### src/rtl/fp_div_seq.sv
// fp_div_seq: iterative floating-point divider, one quotient bit per cycle.
// It uses the same {sign, exponent, mantissa} format, bias and flag meanings
// as the combinational FP multiplier it pairs with.
//
// Ports:
//   clk, rst              single clock, synchronous active-high reset
//   in_valid/in_ready     operand handshake (in_a dividend, in_b divisor)
//   out_valid/out_ready   result handshake (out_x quotient plus flags)
//   overflow              result saturated to all-ones
//   underflow             result flushed to signed zero
//   exception             an operand had an all-ones exponent
//   div_by_zero           divisor exponent was zero
//
// Flags are only meaningful while out_valid is high. They are cleared on the
// pop edge.
module fp_div_seq #(
   parameter int unsigned W_MANTISSA = 8,
   parameter int unsigned W_EXPONENT = 8,
   localparam int unsigned W_FP_NUMBER = W_MANTISSA + W_EXPONENT + 1
) (
   input  logic                   clk,
   input  logic                   rst,
   input  logic                   in_valid,
   output logic                   in_ready,
   input  logic [W_FP_NUMBER-1:0] in_a,
   input  logic [W_FP_NUMBER-1:0] in_b,
   output logic                   out_valid,
   input  logic                   out_ready,
   output logic [W_FP_NUMBER-1:0] out_x,
   output logic                   overflow,
   output logic                   underflow,
   output logic                   exception,
   output logic                   div_by_zero
);

   localparam int unsigned W_Q   = W_MANTISSA + 3;  // quotient bits, MSB is the integer bit
   localparam int unsigned W_SIG = W_MANTISSA + 1;  // significand with hidden bit
   localparam int unsigned W_E2  = W_EXPONENT + 2;  // signed exponent working width
   localparam int unsigned W_CNT = $clog2(W_Q);
   localparam int unsigned BIAS  = (2 ** (W_EXPONENT - 1)) - 1;

   localparam logic signed [W_E2-1:0] E_BIAS = W_E2'(BIAS);
   localparam logic signed [W_E2-1:0] E_MAX  = W_E2'((2 ** W_EXPONENT) - 1);
   localparam logic signed [W_E2-1:0] E_ONE  = W_E2'(1);

   typedef enum logic [1:0] {StIdle, StDiv, StRound, StDone} state_t;
   // Result class, decided from the raw operands on the accept edge.
   typedef enum logic [1:0] {SpNone, SpExc, SpDbz, SpZero} spec_t;

   state_t state_q, state_d;

   logic                   sign_q;
   logic signed [W_E2-1:0] e_tmp_q;
   logic [W_Q-1:0]         rem_q;
   logic [W_SIG-1:0]       div_q;
   logic [W_Q-1:0]         q_q;
   logic [W_CNT-1:0]       cnt_q;
   spec_t                  spec_q;

   logic [W_FP_NUMBER-1:0] out_x_q;
   logic                   ovf_q, unf_q, exc_q, dbz_q;

   // ---------------- operand decode ----------------
   logic [W_EXPONENT-1:0]  a_exp, b_exp;
   logic [W_MANTISSA-1:0]  a_man, b_man;
   logic                   sign_in;
   logic signed [W_E2-1:0] e_in;
   spec_t                  spec_in;

   always_comb begin
      a_exp   = in_a[W_FP_NUMBER-2 -: W_EXPONENT];
      b_exp   = in_b[W_FP_NUMBER-2 -: W_EXPONENT];
      a_man   = in_a[W_MANTISSA-1:0];
      b_man   = in_b[W_MANTISSA-1:0];
      sign_in = in_a[W_FP_NUMBER-1] ^ in_b[W_FP_NUMBER-1];
      e_in    = $signed({2'b00, a_exp}) - $signed({2'b00, b_exp}) + E_BIAS;
      if ((&a_exp) || (&b_exp)) begin
         spec_in = SpExc;
      end else if (~|b_exp) begin
         spec_in = SpDbz;
      end else if (~|a_exp) begin
         spec_in = SpZero;
      end else begin
         spec_in = SpNone;
      end
   end

   // ---------------- FSM ----------------
   always_ff @(posedge clk) begin
      if (rst) begin
         state_q <= StIdle;
      end else begin
         state_q <= state_d;
      end
   end

   always_comb begin
      state_d   = state_q;
      in_ready  = 1'b0;
      out_valid = 1'b0;
      unique case (state_q)
         StIdle: begin
            in_ready = 1'b1;
            // Special cases skip the divide and only pass through the
            // output register stage.
            if (in_valid) begin
               state_d = (spec_in == SpNone) ? StDiv : StRound;
            end
         end
         StDiv: begin
            if (cnt_q == W_CNT'(W_Q - 1)) begin
               state_d = StRound;
            end
         end
         StRound: begin
            state_d = StDone;
         end
         StDone: begin
            out_valid = 1'b1;
            if (out_ready) begin
               state_d = StIdle;
            end
         end
         default: state_d = StIdle;
      endcase
   end

   // ---------------- restoring divide step ----------------
   logic [W_Q:0]   rem_sub;
   logic           rem_ge;
   logic [W_Q-1:0] rem_keep, rem_d, q_d;

   always_comb begin
      rem_sub  = {1'b0, rem_q} - {{(W_Q + 1 - W_SIG){1'b0}}, div_q};
      rem_ge   = ~rem_sub[W_Q];
      rem_keep = rem_ge ? rem_sub[W_Q-1:0] : rem_q;
      rem_d    = rem_keep << 1;
      q_d      = {q_q[W_Q-2:0], rem_ge};
   end

   // ---------------- normalize, round, range check ----------------
   logic [W_MANTISSA-1:0]  man_pre;
   logic [W_MANTISSA:0]    man_sum;
   logic                   g_bit, s_bit, rem_nz;
   logic signed [W_E2-1:0] e_norm, e_fin;
   logic [W_FP_NUMBER-1:0] res_x;
   logic                   res_ovf, res_unf, res_exc, res_dbz;

   always_comb begin
      rem_nz = |rem_q;
      if (q_q[W_Q-1]) begin
         man_pre = q_q[W_Q-2 -: W_MANTISSA];
         g_bit   = q_q[1];
         s_bit   = q_q[0] | rem_nz;
         e_norm  = e_tmp_q;
      end else begin
         man_pre = q_q[W_Q-3 -: W_MANTISSA];
         g_bit   = q_q[0];
         s_bit   = rem_nz;
         e_norm  = e_tmp_q - E_ONE;
      end
      // Ties truncate: only G & S rounds up. A carry leaves the mantissa at 0.
      man_sum = {1'b0, man_pre} + {{W_MANTISSA{1'b0}}, g_bit & s_bit};
      e_fin   = man_sum[W_MANTISSA] ? e_norm + E_ONE : e_norm;

      res_x   = '0;
      res_ovf = 1'b0;
      res_unf = 1'b0;
      res_exc = 1'b0;
      res_dbz = 1'b0;
      unique case (spec_q)
         SpExc: begin
            res_exc = 1'b1;
         end
         SpDbz: begin
            res_dbz = 1'b1;
            res_x   = {sign_q, {(W_FP_NUMBER - 1){1'b1}}};
         end
         SpZero: begin
            res_x = {sign_q, {(W_FP_NUMBER - 1){1'b0}}};
         end
         default: begin
            if (e_fin >= E_MAX) begin
               res_ovf = 1'b1;
               res_x   = {sign_q, {(W_FP_NUMBER - 1){1'b1}}};
            end else if (e_fin <= $signed(W_E2'(0))) begin
               res_unf = 1'b1;
               res_x   = {sign_q, {(W_FP_NUMBER - 1){1'b0}}};
            end else begin
               res_x = {sign_q, e_fin[W_EXPONENT-1:0], man_sum[W_MANTISSA-1:0]};
            end
         end
      endcase
   end

   // ---------------- datapath registers ----------------
   always_ff @(posedge clk) begin
      if (rst) begin
         sign_q  <= 1'b0;
         e_tmp_q <= '0;
         rem_q   <= '0;
         div_q   <= '0;
         q_q     <= '0;
         cnt_q   <= '0;
         spec_q  <= SpNone;
         out_x_q <= '0;
         ovf_q   <= 1'b0;
         unf_q   <= 1'b0;
         exc_q   <= 1'b0;
         dbz_q   <= 1'b0;
      end else begin
         unique case (state_q)
            StIdle: begin
               if (in_valid) begin
                  sign_q  <= sign_in;
                  e_tmp_q <= e_in;
                  rem_q   <= {{(W_Q - W_SIG){1'b0}}, 1'b1, a_man};
                  div_q   <= {1'b1, b_man};
                  q_q     <= '0;
                  cnt_q   <= '0;
                  spec_q  <= spec_in;
               end
            end
            StDiv: begin
               rem_q <= rem_d;
               q_q   <= q_d;
               cnt_q <= cnt_q + W_CNT'(1);
            end
            StRound: begin
               out_x_q <= res_x;
               ovf_q   <= res_ovf;
               unf_q   <= res_unf;
               exc_q   <= res_exc;
               dbz_q   <= res_dbz;
            end
            StDone: begin
               if (out_ready) begin
                  ovf_q <= 1'b0;
                  unf_q <= 1'b0;
                  exc_q <= 1'b0;
                  dbz_q <= 1'b0;
               end
            end
            default: ;
         endcase
      end
   end

   assign out_x       = out_x_q;
   assign overflow    = ovf_q;
   assign underflow   = unf_q;
   assign exception   = exc_q;
   assign div_by_zero = dbz_q;

endmodule
### config.mk
export PLATFORM = sky130hd
export DESIGN_NAME = fp_div_seq
export DESIGN_NICKNAME = d
export VERILOG_FILES = /design/src/rtl/fp_div_seq.sv
export SDC_FILE = /design/constraint.sdc
export NUM_CORES = 1
export LEC_CHECK = 0
export CELL_PAD_IN_SITES_DETAIL_PLACEMENT = 2
export CELL_PAD_IN_SITES_GLOBAL_PLACEMENT = 2
export CORE_MARGIN = 4
export CORE_UTILIZATION = 36
export DETAILED_ROUTE_END_ITERATION = 10
export PLACE_DENSITY_LB_ADDON = 0.1
export SLEW_MARGIN = 20
export SYNTH_ARGS = -nofsm -noshare
export SYNTH_HDL_FRONTEND = slang
export SYNTH_SLANG_ARGS = --single-unit
### constraint.sdc
create_clock -name clk -period 10.4 [get_ports clk]
set_input_delay 1.56 -clock clk [delete_from_list [all_inputs] [get_ports clk]]
set_output_delay 1.56 -clock clk [all_outputs]
set_load 0.05 [all_outputs]
==> flow_metrics.env <==
export IMPL_ys_types=73
export IMPL_synth_most_common_cell="dfxtp_1"
export IMPL_die_w_um=125
export IMPL_async_flop_share_pct=0
export IMPL_numPortBuffers=60
export IMPL_final_max_slew_viol_count=0
export IMPL_vias=4597
export IMPL_irDropWorstVdd_uv=112
export IMPL_seqPwrFrac_pct=23.7
export IMPL_avgSynthCellArea_um2=8.09
export IMPL_ys_warn_count=0
export IMPL_internal_power_mw=0.879
export IMPL_crit_cells=16
export IMPL_syn_nets=679
export IMPL_ioPinCount=61
export IMPL_switchingPower_mw=0.739
export IMPL_grt_pass1_vias=4818
export IMPL_synth_seq_cells=71
export IMPL_post_cts_buffers=0
export IMPL_multi_input_area_um2=3130
export IMPL_grt_max_degree=65
export IMPL_dieArea_um2=15700
export IMPL_wirelength_um=14800
export IMPL_syn2layout_area_growth_pct=19.0
export IMPL_num_antenna_cells=0
export IMPL_hold_viol=0
export IMPL_outcome="finished clean"
export IMPL_viasPerCell=5.54
export IMPL_cts_buffers=9
export IMPL_ff2ff_path_depth=16
export IMPL_antenna_found_initial=0
export IMPL_cts_max_level=3
export IMPL_syn_area_um2=4940
export IMPL_hold_path_class="reg -> reg"
export IMPL_synth_common_cells="dfxtp_1, nor2_1, nand2_1"
export IMPL_hpwl_um=11200
export IMPL_critPathLaunchType="flop"
export IMPL_synthFlopType="dfxtp_1"
export IMPL_setup_tns_ps=0
export IMPL_fin_area_um2=5880
export IMPL_worst_pin_slew_ps=1110
export IMPL_grt_pass1_wl_um=24600
export IMPL_cts_tree="yes"
export IMPL_cts_root_buf="clkbuf_16"
export IMPL_cts_sinks=71
export IMPL_crit_required_ps=10630
export IMPL_rows=42
export IMPL_slowest_delay_ps=660
export IMPL_clockBufferDepth=2
export IMPL_yosysSeqAreaShare_pct=28.8
export IMPL_fin_crit_ps=5040
export IMPL_criticalPathCategory="reg -> reg"
export IMPL_synth_edff_count=0
export IMPL_pwr_share_clk_pct=21.3
export IMPL_grt_ovfl_total=0
export IMPL_worst_path_buf_inv=1
export IMPL_power_leakage_nw=2.18
export IMPL_core_area_um2=13300
export IMPL_netSwitchingFraction_pct=45.7
export IMPL_cp_arrival_ps=5270
export IMPL_postPlaceCellArea_um2=5550
export IMPL_drv_cap=0
export IMPL_crit_path_cell_trace="buf_4 -> nand2_1 -> o21ai_0 -> nand2_1 -> o21ai_0 -> ha_1 -> ha_1 -> nand4_2 -> nor4_4 -> nand4_2 -> or4b_4 -> o31a_1 -> o221ai_2 -> a22o_2 -> nor2_1 -> a211o_1"
export IMPL_end_kind="flop"
export IMPL_fin_skew_ps=9.49
export IMPL_firstDrtPassIters=4
export IMPL_synthCells=611
export IMPL_cts_reportedPaths_clkPinSlew_ps=60
export IMPL_rsz0062_at_grt="false"
export IMPL_seq_area_um2=1420
export IMPL_fill_cells=1524
export IMPL_synth_top_area_cell="dfxtp_1"
export IMPL_clock_latency_ps=350
export IMPL_wl_per_cell_um=17.8
export IMPL_ant_nets=0
export IMPL_combPwrFrac_pct=55.1
export IMPL_synth_top_cell_area_share_pct=28.8
export IMPL_cp_slowest_cell="o221ai_2"
export IMPL_grt_use_total_pct=18.9
export IMPL_drt_initial_drc_count=191
export IMPL_drcViolationCount=0
export IMPL_start_util_pct=37.0
export IMPL_cts_repair_resized=0
export IMPL_layout_drive_gt1_share_pct=7.65
export IMPL_synth_area_leaders="dfxtp_1, ha_1, nor2_1"
export IMPL_post_route_period_util_pct=48.5
export IMPL_p_per_area_nw_per_um2=275
export IMPL_crit_fanout=34
export IMPL_final_nets=717
export IMPL_postCtsHoldBufs=0
export IMPL_critical_path_top_delay_family="simple AND/OR/NAND/NOR gates"
export IMPL_die_h_um=125
export IMPL_gp_congestion=0.788
export IMPL_setup_viol=0
export IMPL_fmax_mhz=198
export IMPL_relSlewSlack_pct=25.8
export IMPL_hold_path_cell_count=2
==> sequential cells by signal, summed over array words and instances, names as in the netlist <==
register	count
exception	1
div_by_zero	1
rem_q	11
q_q	11
out_x	17
div_q	9
spec_q	2
sign_q	1
overflow	1
state_q	2
underflow	1
e_tmp_q	10
cnt_q	4
==> worst reg2reg max path: cells and delay by family, from the launching register on <==
kind | cells | cell delay [ps]
buf+inv | 1 | 340
compound gates | 6 | 1720
fa+ha+maj | 2 | 570
flops | 1 | 310
simple gates | 7 | 1980
==> logic make-up (layout without fill, tap and decap cells) <==
family	Yosys count	after routing	share of synthesized area (%)
buffers and inverters	78	121	7.98
AO/OA/AOI/OAI	169	169	24.0
flip-flops	71	71	28.8
XOR/XNOR	33	33	6.00
multiplexers	15	15	3.17
AND/OR/NAND/NOR	215	215	22.2
adder cells (fa/ha/maj)	30	30	7.90
==> placed cells by master (no fill, tap or decap), types with 5 or more instances in the layout <==
cell and n:
dfxtp_1 71, nor2_1 63, nand2_1 61, clkdlybuf4s50_1 59, a21oi_1 42, inv_1 41, ha_1 28, o21ai_0 25
xnor2_1 20, a22oi_1 15, a211oi_1 15, mux2i_1 12, xor2_1 12, nand2b_1 11, nor3_1 10, and3_1 10
clkbuf_16 9, nor4_1 8, nand3_1 8, nand3b_1 8, o21ai_2 8, a22o_1 8, nand4_1 7, nor2b_1 6
and2_1 5, a21o_1 5, or3_1 5, o2111ai_1 5, a311oi_1 5, o22ai_1 5
==> cell type report <==
| type | count | share of cell area, % |
|---|---|---|
| Clock buffer | 11 | 4.30 |
| Tap cell | 176 | 3.75 |
| Inverter | 41 | 2.62 |
| Timing Repair Buffer | 64 | 10.6 |
| Sequential cell | 71 | 24.2 |
| Clock inverter | 5 | 1.36 |
| Multi-Input combinational cell | 462 | 53.2 |
==> metal layers <==
metal	GRT usage, %	part of all wire, %	vias up
met2	32.7	49	65
li1	-	-	2254
met4	6.06	1.5	0
met3	3.03	2.7	15
met5	0	0	-
met1	24.0	47	2263
==> power by group through the flow <==
stage                     Sequential (mW)  Clock, mW  Combinational [mW]
after floorplan                     0.406          0               0.661
after global placement              0.382          0               0.858
after detailed placement            0.388          0               0.892
after CTS                           0.383      0.355               0.905
after global routing                0.392      0.367               0.987
final                               0.383      0.344               0.891
==> final timing paths <==
path         startpoint  endpoint  slack [ps]
max             q_q[10]  out_x[5]        5360
min            out_x[2]  out_x[2]         450
max reg2reg     q_q[10]  out_x[5]        5360
min reg2reg    out_x[2]  out_x[2]         450
==> metrics by stage <==
| stage | std cells | hold slack (ps) | utilization [%] | worst slack (ps) | power, mW |
|---|---|---|---|---|---|
| 2_1_floorplan | 611 | 435 | - | 5980 | 1.07 |
| 3_3_place_gp | 814 | 445 | 41.6 | 5640 | 1.24 |
| 3_5_place_dp | 814 | 449 | 41.6 | 5370 | 1.28 |
| 4_1_cts | 830 | 460 | 44.0 | 5300 | 1.64 |
| 5_1_grt | 830 | 472 | 44.0 | 4930 | 1.75 |
| 6_report | 830 | 454 | 44.0 | 5360 | 1.62 |
Power figures use the tool's default switching activity.
